**config.mk**
```make
export PLATFORM = sky130hd
export DESIGN_NAME = sccomp_debug_display
export DESIGN_NICKNAME = d
export VERILOG_FILES = /design/src/rtl/sccomp_debug_display.sv
export SDC_FILE = /design/constraint.sdc
export NUM_CORES = 1
export LEC_CHECK = 0
export CAP_MARGIN = 20
export CORE_MARGIN = 5
export CORE_UTILIZATION = 40
export CTS_CLUSTER_SIZE = 40
export DETAILED_ROUTE_END_ITERATION = 16
export GPL_TIMING_DRIVEN = 0
export PLACE_DENSITY = 0.78
export SYNTH_ARGS = -nofsm -noshare
export SYNTH_HDL_FRONTEND = slang
export SYNTH_SLANG_ARGS = --single-unit
```
**constraint.sdc**
```tcl
create_clock -name clock -period 3.1 [get_ports clock]
set_clock_uncertainty 0.15 [all_clocks]
set_input_delay 0.31 -clock clock [delete_from_list [all_inputs] [get_ports clock]]
set_output_delay 0.31 -clock clock [all_outputs]
set_load 0.005 [all_outputs]
```
**src/rtl/sccomp_debug_display.sv**
```systemverilog
// -----------------------------------------------------------------------------
// sccomp_debug_display
//
// Debug display controller for the single-cycle computer. Once per display
// frame it latches one 32-bit observation word and shows it as 8 hex digits on
// a common-anode seven-segment display, scanning one digit per slot.
//
// Parameters
//   SCAN_DIV     clock cycles per digit slot (>= 2)
//   AUTO_FRAMES  frames per register step in the auto-scan view (>= 1)
//
// Ports
//   clock     in   system clock, rising edge
//   reset     in   asynchronous, active-high reset
//   sel       in   [2:0] view: 0 pc, 1 inst, 2 aluout, 3 memout,
//                  4 register (manual), 5 register (auto-scan), 6/7 zero
//   btn_next  in   one-cycle pulse, advances the register index in view 4
//   pc        in   [31:0] program counter
//   inst      in   [31:0] current instruction
//   aluout    in   [31:0] ALU result
//   memout    in   [31:0] data-memory read value
//   reg_out   in   [31:0] register-file read data for reg_addr
//   reg_addr  out  [4:0]  register index for the computer's debug read port
//   an        out  [7:0]  digit enables, active-low, an[k] = digit k
//   seg       out  [7:0]  segments, active-low, seg[6:0] = g..a, seg[7] = dp
// -----------------------------------------------------------------------------
module sccomp_debug_display #(
  parameter int unsigned SCAN_DIV    = 50000,
  parameter int unsigned AUTO_FRAMES = 64
) (
  input  logic        clock,
  input  logic        reset,
  input  logic [2:0]  sel,
  input  logic        btn_next,
  input  logic [31:0] pc,
  input  logic [31:0] inst,
  input  logic [31:0] aluout,
  input  logic [31:0] memout,
  input  logic [31:0] reg_out,
  output logic [4:0]  reg_addr,
  output logic [7:0]  an,
  output logic [7:0]  seg
);

  localparam int unsigned PW = (SCAN_DIV > 1) ? $clog2(SCAN_DIV) : 1;
  localparam int unsigned FW = (AUTO_FRAMES > 1) ? $clog2(AUTO_FRAMES) : 1;
  localparam logic [PW-1:0] PRE_LAST   = PW'(SCAN_DIV - 1);
  localparam logic [FW-1:0] FRAME_LAST = FW'(AUTO_FRAMES - 1);

  typedef enum logic [2:0] {
    VIEW_PC    = 3'd0,
    VIEW_INST  = 3'd1,
    VIEW_ALU   = 3'd2,
    VIEW_MEM   = 3'd3,
    VIEW_REG   = 3'd4,
    VIEW_AUTO  = 3'd5,
    VIEW_ZERO0 = 3'd6,
    VIEW_ZERO1 = 3'd7
  } view_t;

  view_t view;
  assign view = view_t'(sel);

  // ---------------------------------------------------------------------------
  // Digit-slot prescaler and digit index
  // ---------------------------------------------------------------------------
  logic [PW-1:0] pre;
  logic [2:0]    dig;
  logic          tick;
  logic          boundary;

  assign tick     = (pre == PRE_LAST);
  assign boundary = tick && (dig == 3'd7);

  always_ff @(posedge clock or posedge reset) begin
    if (reset) begin
      pre <= '0;
    end else if (tick) begin
      pre <= '0;
    end else begin
      pre <= pre + 1'b1;
    end
  end

  always_ff @(posedge clock or posedge reset) begin
    if (reset) begin
      dig <= '0;
    end else if (tick) begin
      dig <= dig + 3'd1;
    end
  end

  // ---------------------------------------------------------------------------
  // Frame snapshot
  // ---------------------------------------------------------------------------
  logic [31:0] snap;
  logic [31:0] snap_src;

  always_comb begin
    snap_src = '0;
    unique case (view)
      VIEW_PC:    snap_src = pc;
      VIEW_INST:  snap_src = inst;
      VIEW_ALU:   snap_src = aluout;
      VIEW_MEM:   snap_src = memout;
      VIEW_REG,
      VIEW_AUTO:  snap_src = reg_out;
      VIEW_ZERO0,
      VIEW_ZERO1: snap_src = '0;
      default:    snap_src = '0;
    endcase
  end

  // reg_out still reflects the pre-step reg_addr at a boundary, so a step
  // taken on the same edge first becomes visible one frame later.
  always_ff @(posedge clock or posedge reset) begin
    if (reset) begin
      snap <= '0;
    end else if (boundary) begin
      snap <= snap_src;
    end
  end

  // ---------------------------------------------------------------------------
  // Register index: manual stepping (view 4) and auto-scan (view 5)
  // ---------------------------------------------------------------------------
  logic [FW-1:0] frame_cnt;
  logic [FW-1:0] frame_nxt;
  logic          addr_step;

  // The two step sources live in different views, so at most one fires.
  always_comb begin
    frame_nxt = frame_cnt;
    addr_step = 1'b0;
    if (view != VIEW_AUTO) begin
      frame_nxt = '0;
    end else if (boundary) begin
      if (frame_cnt == FRAME_LAST) begin
        frame_nxt = '0;
        addr_step = 1'b1;
      end else begin
        frame_nxt = frame_cnt + 1'b1;
      end
    end
    if ((view == VIEW_REG) && btn_next) begin
      addr_step = 1'b1;
    end
  end

  always_ff @(posedge clock or posedge reset) begin
    if (reset) begin
      frame_cnt <= '0;
    end else begin
      frame_cnt <= frame_nxt;
    end
  end

  always_ff @(posedge clock or posedge reset) begin
    if (reset) begin
      reg_addr <= '0;
    end else if (addr_step) begin
      reg_addr <= reg_addr + 5'd1;
    end
  end

  // ---------------------------------------------------------------------------
  // Digit decode and registered outputs
  // ---------------------------------------------------------------------------
  function automatic logic [6:0] hex_glyph(input logic [3:0] h);
    logic [6:0] g;
    unique case (h)
      4'h0: g = 7'h40;
      4'h1: g = 7'h79;
      4'h2: g = 7'h24;
      4'h3: g = 7'h30;
      4'h4: g = 7'h19;
      4'h5: g = 7'h12;
      4'h6: g = 7'h02;
      4'h7: g = 7'h78;
      4'h8: g = 7'h00;
      4'h9: g = 7'h10;
      4'hA: g = 7'h08;
      4'hB: g = 7'h03;
      4'hC: g = 7'h46;
      4'hD: g = 7'h21;
      4'hE: g = 7'h06;
      4'hF: g = 7'h0E;
      default: g = 7'h7F;
    endcase
    return g;
  endfunction

  logic [3:0] nibble;
  logic       dp_on;
  logic [7:0] an_nxt;
  logic [7:0] seg_nxt;

  always_comb begin
    nibble  = snap[{dig, 2'b00} +: 4];
    dp_on   = ((view == VIEW_REG) || (view == VIEW_AUTO)) && (dig == 3'd7);
    an_nxt  = ~(8'd1 << dig);
    seg_nxt = {~dp_on, hex_glyph(nibble)};
  end

  always_ff @(posedge clock or posedge reset) begin
    if (reset) begin
      an  <= '1;
      seg <= '1;
    end else begin
      an  <= an_nxt;
      seg <= seg_nxt;
    end
  end

endmodule

```
# Yosys cells after proc, flatten, opt, wreduce, memory -nomap -nowiden
# Memories as Yosys holds them, arrays and structs flattened. A register that Yosys moved wholly into a read port is not among the register bits.
# Index checks and enable logic that the tools add are counted.
# W data, S select, Z words.
# classes
addsub	4
n_eq_ne	11
n_shift	2
muxes	9
n_bitwise	2
n_reduce_logical	8
# ops
cell	count
$pmux W32 S6	1
$shiftx A32 B6 Y4	1
$mux W6	3
$add A16 B1 Y16 const B	1
$eq A16 B16 Y1 const B	1
$mux W16	1
$eq A3 B3 Y1 const B	5
$not A8 Y8	1
$shl A1 B3 Y8 const A	1
$add A6 B1 Y6 const B	1
$eq A3 B2 Y1 const B	2
$eq A6 B6 Y1 const B	1
$add A5 B1 Y5 const B	1
$mux W1	4
$reduce_or A2 Y1	2
$add A3 B1 Y3 const B	1
$eq A3 B1 Y1 const B	1
$logic_and A1 B1 Y1	3
$logic_not A3 Y1	1
$ne A3 B3 Y1 const B	1
$reduce_bool A2 Y1	1
$logic_or A1 B1 Y1	1
$not A1 Y1	1
# totals
register_bits	78
romBits	112
inputBits	166
out_inout_bits	21
elab_cells	44
n_memories	1
# memory_table
memory	depth	word_bits	read_ports	rd_ports_with_merged_regs	wr	line	text
(name not given)	16	7	1	1	0	171	unique case (h)

# Logic depth before layout (Yosys ltp)
# Gate-level depths: netlist of the first run.
# logic_depth
word_depth	5
depth_mapped	9
ltp_nobuf	8

# Least setup slack after synthesis of the first run
# No wires, ideal clock.
# synth_timing
path_type	register -> register
start	register pre[4]
end	register frame_cnt[5]
setup_ps	87
t_arrival_ps	2056
t_required_ps	2863
setup_slack_ps	807
path_stages_with_launch	7
n_path_buf	1
synth_period_minus_slack_ps	2293
cell_sequence	dfrtp_1 > or4b_4 > nor4_4 > nand2_2 > buf_6 > o31a_1 > nor3_1
# synth_via
elab_chain_len	3
# synth_lines
element	line	text
start, declared	67	logic [PW-1:0] pre;
start signal, assigned	81	pre <= pre + 1'b1;
$eq A16 B16 Y1	72	assign tick = (pre == PRE_LAST);
$logic_and A1 B1 Y1	73	assign boundary = tick && (dig == 3'd7);
$reduce_bool A2 Y1 (no source line)	n/a	
end signal, assigned	154	frame_cnt <= frame_nxt;
end, declared	127	logic [FW-1:0] frame_cnt;
# No other way between the ends.
# A chain may end at the register's enable or synchronous reset.

# Final worst setup path of the first run
# layout_timing
start	register dig[0]
end	register seg[0]
# layout_via
elab_chain_len	1
# layout_lines
element	line	text
start, declared	68	logic [2:0] dig;
start signal, assigned	89	dig <= dig + 3'd1;
$shiftx A32 B6 Y4	199	nibble = snap[{dig, 2'b00} +: 4];
end, declared	42	output logic [7:0] seg
# No other way between the ends.

==> impl_metrics.yaml, run 1 <==
routing:
  routed_via_density: 5.50
  drt_iter0_markers: 326
  via_count: 4337
  drt_first_pass_iters: 4
  drtAntennaViolNets: 0
  totalWireLength_um: 14300
  post-route-drc-count: 0
  wl_per_cell_um: 18.2
synth:
  synthArstFlopShare: 1.00
  yosysUniqueCellTypes: 46
  yosys_register_bits: 78
  syn-num-nets: 624
  synth_cells: 444
  synth_edf_count: 0
  synth-warning-count: 0
  synth.yosys.seq_area_share: 0.420
  syn_avg_cell_area_sq_um: 10.6
  synthFlopType: "dfrtp_1"
  synth_area_sq_um: 4700
clocking:
  cts_tree: "built"
  cts_hold_buffers: 0
  clk_pin_slew_ns: 0.06
  clk_latency_ns: 0.34
  numCtsBuffers: 9
  post_cts_resized: 0
  root_buffer: "clkbuf_16"
  cts_buffer_depth: 2
  clock_sinks: 78
  h-tree-depth: 3
  post_cts_buffers: 0
timing:
  slew_headroom: 0.364
  final.min_clock_period_ns: 2.85
  finalHoldViolCount: 0
  worst_slew_pin_slew_ns: 0.955
  setup_viol: 0
  timing.fmax_ghz: 0.350
  slew_viol_final: 0
  rsz0062_at_grt: "false"
  finalCritPeriodShare: 0.921
finish:
  register_area_sq_um: 1970
  num_antenna_cells: 0
  final_cell_mix: "clkdlybuf4s50_1 (186), dfrtp_1 (62), nand2_1 (52)"
  drive_gt1_frac: 0.125
  layout_commonest_cell: "clkdlybuf4s50_1"
  n_fill_cell: 935
  final_cell_count_no_fill: 789
  synthToLayoutAreaGrowth_pct: 49.8
  multi_input_area_sq_um: 2550
  nNetsFinal: 821
  finish.instance_area_sq_um: 7040
setup_path:
  required_ns: 3.21
  reg2reg_from: "dig[0]"
  rr_endpoint: "seg[0]"
  crit_fanout: 10
  r2r_slack_ns: 0.25
  crit_end: "seg[0]"
  cp_num_buf_inv: 2
  critPathCaptureType: "register"
  startpoint: "dig[0]"
  slowest_stage: "a221oi_1"
  cp_data_arrival_time_ns: 2.96
  start_kind: "register"
  cp_cell_sequence: "buf_2 > mux2_2 > o22ai_1 > a221oi_1 > inv_1 > ha_1 > and3_1 > a211o_1"
  reg2regPathDepth: 8
  crit_cells: 8
  path_delay_family: "compound AO/OA/AOI/OAI gates"
  cpPeakStageDelay_ns: 0.69
  critPathKind: "register to register"
placement:
  portBuffers: 186
  placedCellCount: 773
  gp_congestion: 0.887
  place_area_sq_um: 6740
  dp_hpwl_um: 11500
global_routing:
  antenna_found_initial: 0
  grt_pass1_wl_um: 23500
  grtUsageTotal: 0.205
  grt_max_degree: 79
  grt_pass1_vias: 4781
  grt.overflow.total: 0
pwr:
  finalPower_mw: 2.61
  p_per_area_nw_per_um2: 371
  vdd_drop_max_mv: 0.365
  power_leakage_nw: 2.84
outcome:
  status: "completed"
floorplan:
  die_area_sq_um: 14000
  row_count: 39
  start_util: 0.410
  num_io_pins: 187
  die_h_um: 118
  die_w_um: 118
  core_sq_um: 11500
hold_path:
  hold_class: "register to register"
job:
  drv_cap: 0
worst min-delay path by stage:
stage,from,endpoint,cells past startpoint
6_report,reg_addr[4],reg_addr[4],1
3_5_place_dp,reg_addr[4],reg_addr[4],1
4_1_cts,reg_addr[4],reg_addr[4],1
2_1_floorplan,snap[20],snap[20],2
5_1_grt,snap[11],snap[11],2
3_3_place_gp,snap[20],snap[20],2
through the flow:
step	util	setup WS, ns	hold slack (ns)	TNS, ns
after floorplan	-	0.671	0.294	0
after global placement	0.588	-0.413	0.305	-25.47
after detailed placement	0.588	0.130	0.318	0
after CTS	0.614	0.265	0.327	0
after global routing	0.614	0.0279	0.365	0
final	0.614	0.245	0.320	0
layout make-up:
class / instances / share of cell area
well taps: 143 / 0.0254
clock inverters: 6 / 0.00978
plain buffers: 29 / 0.0178
multi-input cells: 324 / 0.363
inverters: 13 / 0.00729
flip-flops and latches: 78 / 0.280
repair buffers: 186 / 0.264
clock buffers: 10 / 0.0325
registers in the layout, indices dropped and copies added, names as in the netlist:
name / flops
snap: 32
dig: 3
pre: 16
an: 8
frame_cnt: 6
reg_addr: 5
seg: 8
cells by family after synthesis:
| logic type | after synthesis | synth area share |
|---|---|---|
| buffers and inverters | 42 | 0.0370 |
| AOI/OAI and AO/OA | 106 | 0.143 |
| DFF | 78 | 0.420 |
| adders and majority gates | 14 | 0.0373 |
| muxes | 51 | 0.183 |
| and+or+nand+nor | 133 | 0.143 |
| xor gates and xnor gates | 20 | 0.0373 |
per-layer routing:
layer | GRT usage | wire (um) | up-vias
met5 | 0 | 0 | -
met4 | 0.0489 | 238 | 0
met3 | 0.0578 | 1030 | 20
met2 | 0.383 | 7840 | 165
met1 | 0.230 | 5240 | 2124
li1 | - | - | 2028
worst reg2reg max path, stage by stage (launching register included):
cell	delay, ns
dfrtp_1	0.43
buf_2	0.30
mux2_2	0.22
o22ai_1	0.07
a221oi_1	0.69
inv_1	0.22
ha_1	0.28
and3_1	0.15
a211o_1	0.27
power by group:
| group | leakage, nW | internal, mW | switching [mW] |
|---|---|---|---|
| registers | 0.846 | 1.04 | 0.0281 |
| clock network | 0.143 | 0.629 | 0.425 |
| logic | 1.85 | 0.328 | 0.155 |
| total | 2.84 | 2.00 | 0.609 |
synth_stat cells, types with 3 or more instances:
master    number  area, sq um
dfrtp_1       62         1550
nand2_1       52          195
o21ai_0       44          220
mux4_2        27          608
nor2_1        27          101
a22oi_1       26          195
clkbuf_1      20         75.1
dfstp_2       16          420
ha_1          14          175
mux2i_1       14          140
inv_1         13         48.8
xor2_1        11         96.3
mux2_2        10          113
a22o_1         9         78.8
nand3_1        9         45.0
xnor2_1        9         78.8
a21oi_1        8         40.0
a31oi_1        8         50.1
buf_2          7         35.0
nor3b_1        7         52.6
and2_1         6         37.5
nor3_1         5         25.0
and3_1         4         25.0
nand4_1        4         25.0
o22ai_1        4         25.0
nand2b_1       3         18.8
No activity file was read; power rests on OpenSTA's default activity.
==> run 2, diff against run 1 <==
--- a/config.mk
+++ b/config.mk
@@ -8,6 +8,7 @@
 export CAP_MARGIN = 20
 export CORE_MARGIN = 5
 export CORE_UTILIZATION = 40
+export CTS_BUF_LIST = sky130_fd_sc_hd__clkbuf_16
 export CTS_CLUSTER_SIZE = 40
 export DETAILED_ROUTE_END_ITERATION = 16
 export GPL_TIMING_DRIVEN = 0
==> impl_metrics.yaml, run 2 (synthesis results as in run 1) <==
outcome:
  status: "completed"
clocking:
  post_cts_buffers: 0
  clock_sinks: 78
  cts_tree: "built"
  numCtsBuffers: 9
  post_cts_resized: 0
  h-tree-depth: 3
  cts_hold_buffers: 0
  cts_buffer_depth: 2
  clk_latency_ns: 0.34
  clk_pin_slew_ns: 0.06
  root_buffer: "clkbuf_16"
finish:
  final_cell_mix: "clkdlybuf4s50_1 (186), dfrtp_1 (62), nand2_1 (52)"
  n_fill_cell: 935
  synthToLayoutAreaGrowth_pct: 49.8
  largest_reg_flops: 32
  num_antenna_cells: 0
  top_register: "snap"
  final_cell_count_no_fill: 789
  register_area_sq_um: 1970
  layout_commonest_cell: "clkdlybuf4s50_1"
  nNetsFinal: 821
  largestRegisters: "snap (32), pre (16)"
  multi_input_area_sq_um: 2550
  drive_gt1_frac: 0.125
floorplan:
  num_io_pins: 187
  start_util: 0.410
  die_h_um: 118
  die_w_um: 118
  core_sq_um: 11500
  die_area_sq_um: 14000
  row_count: 39
routing:
  drtAntennaViolNets: 0
  drt_iter0_markers: 326
  via_count: 4329
  routed_via_density: 5.49
  post-route-drc-count: 0
  totalWireLength_um: 14300
  wl_per_cell_um: 18.2
  drt_first_pass_iters: 4
timing:
  finalSetupTns_ns: 0
  finalHoldViolCount: 0
  finalCritPeriodShare: 0.920
  worst_slack_ns: 0.247
  slew_headroom: 0.365
  slew_viol_final: 0
  worst_slew_pin_slew_ns: 0.952
  final.min_clock_period_ns: 2.85
  timing.fmax_ghz: 0.351
  rsz0062_at_grt: "false"
  setup_viol: 0
pwr:
  vdd_drop_max_mv: 0.365
  power_leakage_nw: 2.84
  p_per_area_nw_per_um2: 370
setup_path:
  required_ns: 3.21
  cp_cell_sequence: "buf_2 > mux2_2 > o22ai_1 > a221oi_1 > inv_1 > ha_1 > and3_1 > a211o_1"
  critPathCaptureType: "register"
  cp_num_buf_inv: 2
  rr_endpoint: "seg[0]"
  reg2regPathDepth: 8
  reg2reg_from: "dig[0]"
  r2r_slack_ns: 0.25
  start_kind: "register"
  crit_fanout: 10
  slowest_stage: "a221oi_1"
  cp_data_arrival_time_ns: 2.96
  critPathKind: "register to register"
  path_delay_family: "compound AO/OA/AOI/OAI gates"
  crit_cells: 8
  cpPeakStageDelay_ns: 0.69
placement:
  dp_hpwl_um: 11500
  pre_cts_slack_ns: 0.130
  placedCellCount: 773
  gp_congestion: 0.887
  portBuffers: 186
hold_path:
  hold_class: "register to register"
  min_path_cells: 1
  hold_end: "reg_addr[4]"
  holdCritStartpoint: "reg_addr[4]"
global_routing:
  grt_pass1_wl_um: 23500
  grt_pass1_vias: 4781
  antenna_found_initial: 0
  grtUsageTotal: 0.205
  grt.overflow.total: 0
  grt_max_degree: 79
job:
  drv_cap: 0
==> run 2: cell types whose count changed in the layout (fill, tap and decap cells not counted), sizes merged <==
cell    before  now
inv         15   16
clkbuf      30   29
==> run 2: final cells by class <==
type,instances,share of cell area
timing repair buffer,186,0.264
tap,143,0.0254
clock buffer,9,0.0320
inverter,13,0.00729
sequential,78,0.280
multi-input combinational,324,0.363
clock inverter,7,0.0103
buffer,29,0.0178
==> run 2: through the flow <==
stage / util / hold slack [ns] / power [mW] / cell area (sq um)
final: 0.614 / 0.320 / 2.61 / 7040
after global routing: 0.614 / 0.365 / 2.70 / 7040
after CTS: 0.614 / 0.327 / 2.62 / 7040
after detailed placement: 0.588 / 0.318 / 1.58 / 6740
after global placement: 0.588 / 0.305 / 1.56 / 6740
after floorplan: - / 0.294 / 1.27 / 4700
==> run 2: worst max path at each step <==
stage                      start  endpoint  slack, ns
after floorplan            reset    dig[0]       0.67
after global placement     reset  snap[22]      -0.41
after detailed placement  sel[0]   snap[6]       0.13
after CTS                 dig[0]    seg[0]       0.27
after global routing      dig[0]    seg[0]       0.03
final                     dig[0]    seg[0]       0.25
==> run 2: worst register-to-register path, cell delays in order (launching register included) <==
cell and delay, ns:
dfrtp_1 0.43, buf_2 0.30, mux2_2 0.22, o22ai_1 0.07
a221oi_1 0.69, inv_1 0.22, ha_1 0.28, and3_1 0.15
a211o_1 0.27
==> run 2: power breakdown <==
group | switching [mW] | internal [mW]
Combinational | 0.155 | 0.328
Sequential | 0.0281 | 1.04
Clock | 0.425 | 0.626
==> run 2: per-layer routing <==
metal / GRT usage / share of wire / vias to the layer above
met1: 0.230 / 0.36 / 2115
met3: 0.0578 / 0.072 / 22
met4: 0.0489 / 0.017 / 0
met5: 0 / 0 / -
met2: 0.383 / 0.55 / 164
li1: - / - / 2028
==> run 3, diff against run 2 <==
--- a/config.mk
+++ b/config.mk
@@ -7,12 +7,12 @@
 export LEC_CHECK = 0
 export CAP_MARGIN = 20
 export CORE_MARGIN = 5
-export CORE_UTILIZATION = 40
+export CORE_UTILIZATION = 44
 export CTS_BUF_LIST = sky130_fd_sc_hd__clkbuf_16
 export CTS_CLUSTER_SIZE = 40
 export DETAILED_ROUTE_END_ITERATION = 16
 export GPL_TIMING_DRIVEN = 0
-export PLACE_DENSITY = 0.78
+export PLACE_DENSITY = 0.84
 export SYNTH_ARGS = -nofsm -noshare
 export SYNTH_HDL_FRONTEND = slang
 export SYNTH_SLANG_ARGS = --single-unit
==> impl_metrics.yaml, run 3 (synthesis results as in run 1) <==
outcome:
  status: "completed"
timing:
  finalSetupTns_ns: 0
  slew_viol_final: 0
  finalCritPeriodShare: 0.889
  slew_headroom: 0.389
  finalHoldViolCount: 0
  rsz0062_at_grt: "false"
  worst_slew_pin_slew_ns: 0.916
  timing.fmax_ghz: 0.363
  final.min_clock_period_ns: 2.75
  worst_slack_ns: 0.346
  setup_viol: 0
routing:
  post-route-drc-count: 0
  drt_iter0_markers: 410
  via_count: 4318
  wl_per_cell_um: 17.7
  routed_via_density: 5.51
  drt_first_pass_iters: 5
  totalWireLength_um: 13900
  drtAntennaViolNets: 0
finish:
  layout_commonest_cell: "clkdlybuf4s50_1"
  final_cell_mix: "clkdlybuf4s50_1 (186), dfrtp_1 (62), nand2_1 (52)"
  final_cell_count_no_fill: 783
  nNetsFinal: 821
  largestRegisters: "snap (32), pre (16)"
  top_register: "snap"
  synthToLayoutAreaGrowth_pct: 50.1
  largest_reg_flops: 32
  drive_gt1_frac: 0.124
floorplan:
  row_count: 37
  core_sq_um: 10400
  num_io_pins: 187
  die_h_um: 113
  start_util: 0.453
  die_area_sq_um: 12800
  die_w_um: 113
setup_path:
  cp_data_arrival_time_ns: 2.80
  required_ns: 3.14
  crit_fanout: 10
  critPathKind: "register to register"
  start_kind: "register"
  critPathCaptureType: "register"
placement:
  gp_congestion: 0.852
  dp_hpwl_um: 11300
  pre_cts_slack_ns: 0.142
  placedCellCount: 766
  portBuffers: 186
global_routing:
  grt_max_degree: 79
  grt_pass1_vias: 4645
  grt.overflow.total: 0
  antenna_found_initial: 1
  grt_pass1_wl_um: 22400
  grtUsageTotal: 0.217
clocking:
  post_cts_buffers: 0
  clk_pin_slew_ns: 0.06
  root_buffer: "clkbuf_16"
  clock_sinks: 78
  h-tree-depth: 3
  cts_buffer_depth: 2
  clk_latency_ns: 0.33
  numCtsBuffers: 9
  cts_hold_buffers: 0
  cts_tree: "built"
  post_cts_resized: 0
pwr:
  finalPower_mw: 2.65
  power_leakage_nw: 2.84
  vdd_drop_max_mv: 0.275
  p_per_area_nw_per_um2: 376
hold_path:
  hold_class: "register to register"
job:
  drv_cap: 0
run 3: path summary, 6_finish.rpt:
| check | slack [ns] | startpoint | to | cells after the start |
|---|---|---|---|---|
| min in group asynchronous | 0.40 | reset | snap[5] | 2 |
| max in group asynchronous | 1.81 | reset | snap[9] | 2 |
| worst min register to register | 0.33 | reg_addr[4] | reg_addr[4] | 1 |
| worst min-delay path | 0.33 | reg_addr[4] | reg_addr[4] | 1 |
| worst max-delay path | 0.35 | pre[4] | snap[26] | 7 |
| worst max register to register | 0.35 | pre[4] | snap[26] | 7 |
run 3: stage by stage:
| step | util | hold WS (ns) | area (sq um) |
|---|---|---|---|
| after detailed placement | 0.649 | 0.320 | 6730 |
| after global placement | 0.649 | 0.307 | 6730 |
| after CTS | 0.680 | 0.331 | 7050 |
| final | 0.680 | 0.327 | 7050 |
| after global routing | 0.680 | 0.349 | 7050 |
| after floorplan | - | 0.294 | 4700 |
run 3: metal layers:
layer / track usage / vias up / wire, um
li1: - / 2032 / -
met1: 0.241 / 2080 / 5120
met2: 0.405 / 172 / 7440
met3: 0.0422 / 34 / 888
met4: 0.0889 / 0 / 431
met5: 0 / - / 0
run 3: layout make-up:
class                      count  area [sq um]
tap                          136           170
antenna                        1          2.50
timing repair buffer         186          1860
clock inverter                 7          90.1
fill                         810          3320
inverter                      13          51.3
sequential                    78          1970
clock buffer                   9           225
buffer                        29           125
multi-input combinational    324          2550
run 3: critical path: stages (launching register included):
cell and delay (ns):
dfrtp_1 0.42, or4b_4 0.56, nor4_4 0.59, nand2_2 0.20
buf_6 0.18, clkbuf_1 0.23, nand2_1 0.16, o21ai_0 0.11
run 3: report_power, final:
part | internal (mW) | total (mW) | switching [mW]
logic | 0.328 | 0.480 | 0.152
registers | 1.04 | 1.07 | 0.0268
clock network | 0.699 | 1.10 | 0.403
total | 2.07 | 2.65 | 0.582
